==> src/rtl/reduce_gate_pkg.sv <==
// Shared types for the reduce_gate_pipe block.
// Mode encoding and the output-stage bundle.
package reduce_gate_pkg;

  typedef enum logic [1:0] {
    MODE_OR  = 2'b00,
    MODE_AND = 2'b01,
    MODE_XOR = 2'b10,
    MODE_NOR = 2'b11
  } mode_t;

  typedef struct packed {
    logic  valid;
    logic  res;
    mode_t mode;
  } s2_t;

endpackage

==> src/rtl/reduce_gate_pipe_reduce_unit.sv <==
// Combinational reduction of a WIDTH-bit vector
// selected by mode: OR, AND, XOR or NOR.
module reduce_unit
  import reduce_gate_pkg::*;
#(
  parameter int WIDTH = 4
) (
  input  logic [WIDTH-1:0] data,
  input  mode_t            mode,
  output logic             res
);

  always_comb begin
    res = 1'b0;
    unique case (1'b1)
      mode == MODE_OR:  res = |data;
      mode == MODE_AND: res = &data;
      mode == MODE_XOR: res = ^data;
      mode == MODE_NOR: res = ~|data;
    endcase
  end

endmodule

==> src/rtl/reduce_gate_pipe.sv <==
// Two-stage valid/ready gate-reduction pipeline.
// Toggle counter present only with REDUCE_GATE_PIPE_CNT_EN.
module reduce_gate_pipe
  import reduce_gate_pkg::*;
#(
  parameter int WIDTH = 4,
  parameter int CNT_W = 16
) (
  input  logic             clk,
  input  logic             rst_n,
  input  logic             in_valid,
  output logic             in_ready,
  input  logic [WIDTH-1:0] in_data,
  input  logic [1:0]       in_mode,
  output logic             out_valid,
  input  logic             out_ready,
  output logic             out_bit,
  output logic [1:0]       out_mode,
  output logic [CNT_W-1:0] toggle_cnt,
  input  logic             cnt_clr
);

  logic             adv;
  logic             s1_v;
  logic [WIDTH-1:0] s1_data;
  mode_t            s1_mode;
  logic             red;
  s2_t              s2_q;

  assign adv      = !s2_q.valid | out_ready;
  assign in_ready = adv;

  // Payload only loads on a real input so idle data is ignored
  always_ff @(posedge clk or negedge rst_n) begin
    if (!rst_n) begin
      s1_v    <= 1'b0;
      s1_data <= '0;
      s1_mode <= MODE_OR;
    end else if (adv) begin
      s1_v <= in_valid;
      if (in_valid) begin
        s1_data <= in_data;
        s1_mode <= mode_t'(in_mode);
      end
    end
  end

  reduce_unit #(
    .WIDTH(WIDTH)
  ) u_reduce (
    .data(s1_data),
    .mode(s1_mode),
    .res (red)
  );

  always_ff @(posedge clk or negedge rst_n) begin
    if (!rst_n) begin
      s2_q <= '{valid: 1'b0, res: 1'b0, mode: MODE_OR};
    end else if (adv) begin
      s2_q.valid <= s1_v;
      if (s1_v) begin
        s2_q.res  <= red;
        s2_q.mode <= s1_mode;
      end
    end
  end

  assign out_valid = s2_q.valid;
  assign out_bit   = s2_q.res;
  assign out_mode  = s2_q.mode;

`ifdef REDUCE_GATE_PIPE_CNT_EN
  logic             deliver;
  logic             last_v;
  logic             last_bit;
  logic [CNT_W-1:0] cnt_q;

  assign deliver = s2_q.valid & out_ready;

  // Clear beats a same-cycle delivery and forgets the last result
  always_ff @(posedge clk or negedge rst_n) begin
    if (!rst_n) begin
      cnt_q    <= '0;
      last_v   <= 1'b0;
      last_bit <= 1'b0;
    end else if (cnt_clr) begin
      cnt_q    <= '0;
      last_v   <= 1'b0;
    end else if (deliver) begin
      last_v   <= 1'b1;
      last_bit <= s2_q.res;
      if (last_v && (s2_q.res != last_bit) && (cnt_q != '1))
        cnt_q <= cnt_q + 1'b1;
    end
  end

  assign toggle_cnt = cnt_q;
`else
  logic unused_cnt_clr;
  assign unused_cnt_clr = cnt_clr;
  assign toggle_cnt     = '0;
`endif

endmodule

==> config.mk <==
export PLATFORM = sky130hd
export DESIGN_NAME = reduce_gate_pipe
export DESIGN_NICKNAME = d
export VERILOG_FILES = /design/src/rtl/reduce_gate_pkg.sv /design/src/rtl/reduce_gate_pipe_reduce_unit.sv /design/src/rtl/reduce_gate_pipe.sv
export SDC_FILE = /design/constraint.sdc
export NUM_CORES = 1
export LEC_CHECK = 0
export BUFFER_PORTS_ARGS = -buffer_cell sky130_fd_sc_hd__buf_4
export CAP_MARGIN = 40
export CORE_MARGIN = 8
export CORE_UTILIZATION = 44
export CTS_CLUSTER_SIZE = 8
export DETAILED_ROUTE_END_ITERATION = 8
export GPL_TIMING_DRIVEN = 0
export PLACE_DENSITY = 0.76
export SLEW_MARGIN = 20
export SYNTH_ARGS = -nofsm -noshare
export SYNTH_HDL_FRONTEND = slang
export SYNTH_HIERARCHICAL = 1
export SYNTH_SLANG_ARGS = --single-unit
export TNS_END_PERCENT = 50
==> constraint.sdc <==
create_clock -name clk -period 1.6 [get_ports clk]
set_input_delay 0.16 -clock clk [delete_from_list [all_inputs] [get_ports clk]]
set_output_delay 0.16 -clock clk [all_outputs]
set_load 0.02 [all_outputs]
==> flow_metrics.env <==
export IMPL_status="finished clean"
export IMPL_powerDensity_nw_per_um2=1080
export IMPL_finalNetCount=108
export IMPL_max_clock_path_buffers=2
export IMPL_netlist_top_cells_area="dfrtp_1, buf_4, mux2_4"
export IMPL_cts_sinks=11
export IMPL_start_kind="flop"
export IMPL_syn_inst=58
export IMPL_stdcell_area_um2=891
export IMPL_setup_viol=0
export IMPL_grt_pass1_vias=412
export IMPL_synth_warnings=6
export IMPL_p_total_mw=0.958
export IMPL_dp_hpwl_um=1040
export IMPL_hp_class="input port to flop"
export IMPL_post_cts_buffers=0
export IMPL_grt_ovfl_total=0
export IMPL_wl_per_cell_um=11.3
export IMPL_finalHoldViolations=0
export IMPL_rows=14
export IMPL_fp_dieH_um=55.1
export IMPL_synth_edf_count=0
export IMPL_synth_top_area_frac=0.409
export IMPL_antenna_left=0
export IMPL_setup_tns_ns=0
export IMPL_synth_commonest_cells="buf_4, dfrtp_1, inv_1, mux2_4, ha_1"
export IMPL_synth_cell_types=18
export IMPL_min_period_over_period=0.877
export IMPL_drive_gt1_frac=0.489
export IMPL_cts_clk_slew_worst_paths_ns=0.07
export IMPL_crit_type="flop to flop"
export IMPL_clkLatencyLatePin_ns=0.27
export IMPL_critical_path_max_stage_delay_ns=0.38
export IMPL_die_w_um=55.1
export IMPL_design_die_area_um2=3040
export IMPL_stdcell_count=108
export IMPL_gp_congestion=0.735
export IMPL_synthToLayoutAreaGrowth_pct=32.3
export IMPL_critPathArrivalTime_ns=1.56
export IMPL_ys_seq_area_frac=0.409
export IMPL_cap_violations=0
export IMPL_grt_use_total=0.0868
export IMPL_drc=0
export IMPL_core_um2=1470
export IMPL_cts_resized_gates=0
export IMPL_skew_ns=0.00135
export IMPL_h_tree_depth=1
export IMPL_end_kind="flop"
export IMPL_viasPerCell=4.09
export IMPL_totalWireLength_um=1220
export IMPL_drtPass1Iterations=2
export IMPL_whs_ns=0.119
export IMPL_power_leakage_nw=0.514
export IMPL_yosysMostFrequentCell="buf_4"
export IMPL_final_max_slew_violation_count=0
export IMPL_grt_max_degree=12
export IMPL_place_ws_ns=0.208
export IMPL_rsz0062_at_grt="no"
export IMPL_ir_drop_mv=0.571
export IMPL_cp_max_fo=3
export IMPL_clock_fmax_ghz=0.712
export IMPL_crit_required_ns=1.76
export IMPL_cts_tree="built"
export IMPL_dp_cells=103
export IMPL_path_delay_family="flip-flops"
export IMPL_diodes=0
export IMPL_dpl_cell_area_um2=855
export IMPL_drt_initial_drc_count=2
export IMPL_ys_ff_latch=11
export IMPL_port_buffers=14
export IMPL_path_cells="inv_1 -> ha_1 -> xor2_1 -> nand3_1 -> o21ai_1 -> mux2_2"
export IMPL_critPathBufInv=1
export IMPL_syn_cell_area_um2=673
export IMPL_start_util=0.457
export IMPL_cp_slowest_cell="dfrtp_1"
export IMPL_final_core_util=0.605
export IMPL_clock_root_buffer="clkbuf_4"
export IMPL_yosysTopAreaCell="dfrtp_1"
export IMPL_cts_buffers=3
export IMPL_antenna_found_initial=0
export IMPL_synthFlopType="dfrtp_1"
export IMPL_num_io_pins=32
export IMPL_setup_ws_ns=0.196
export IMPL_num_vias=442
export IMPL_grt_pass1_wl_um=1830
export IMPL_syn_avg_cell_area_um2=11.6
export IMPL_period_needed_ns=1.40
export IMPL_ys_async_sr_fraction=1.00
layer usage:
metal,vias to the layer above,GRT usage,wire [µm]
met5,-,0,0
met4,0,0.0720,26
met3,4,0.0321,139
met2,20,0.144,623
met1,197,0.0842,428
li1,221,-,-
where the power goes:
part           total, mW  switching, mW  internal [mW]  leakage (nW)
clock network      0.190         0.0931         0.0965        0.0150
logic              0.377          0.183          0.194         0.370
registers          0.392         0.0481          0.344         0.128
registers in the layout (all words and copies together) (netlist names):
name       flops
s1_data        4
out_mode       2
s1_mode        2
out_bit        1
out_valid      1
s1_v           1
cells in the final DEF (no fill, tap or decap):
cell and count:
mux2_4 6, a31oi_1 1, ha_1 4, buf_4 30
dlygate4sd3_1 1, o21ai_1 1, clkbuf_4 3, a21oi_1 1
o21ai_0 1, mux2_2 3, clkbuf_1 1, nand2_2 1
nand3_1 1, nand2_1 1, xor2_1 1, a211oi_1 1
dfrtp_1 11, inv_1 6, conb_1 16, nand2_4 1
nand2b_4 1
repair_timing:
item                                    CTS  global route
endpoints found under the setup margin    0             0
hold buffers                              1             0
hold endpoints to repair                 11             0
final timing paths:
| kind | slack [ns] | cells after the start | endpoint | from |
|---|---|---|---|---|
| setup / recovery | 0.20 | 6 | out_bit | s1_data[2] |
| hold / removal | 0.12 | 2 | s1_mode[1] | in_mode[1] |
| setup reg to reg | 0.20 | 6 | out_bit | s1_data[2] |
| hold reg to reg | 0.51 | 1 | out_mode[1] | out_mode[1] |
| max in group asynchronous | 1.21 | 2 | s1_data[0] | rst_n |
| min in group asynchronous | 0.25 | 2 | out_mode[0] | rst_n |
cell type report:
type | count | area (µm²)
well taps | 16 | 20.0
inverters | 6 | 22.5
repair buffers | 15 | 115
plain buffers | 16 | 120
multi-input cells | 40 | 312
clock buffers | 4 | 26.3
flip-flops and latches | 11 | 275
fillers | 126 | 581
cell families after synthesis:
family          count (synthesis)  synth area share
other cells                     1           0.00557
flops                          11             0.409
compound gates                  5            0.0427
mux                             9             0.184
buf+inv                        22             0.212
fa+ha+maj                       4            0.0744
xor+xnor                        1            0.0130
simple gates                    5            0.0595
worst reg2reg max path: cells and delay by family, from the launching register on:
family,cells,cell delay [ns]
flops,1,0.38
fa+ha+maj,1,0.30
mux,1,0.25
xor+xnor,1,0.17
simple gates,1,0.08
compound gates,1,0.06
buf+inv,1,0.05
Power figures use the tool's default switching activity.
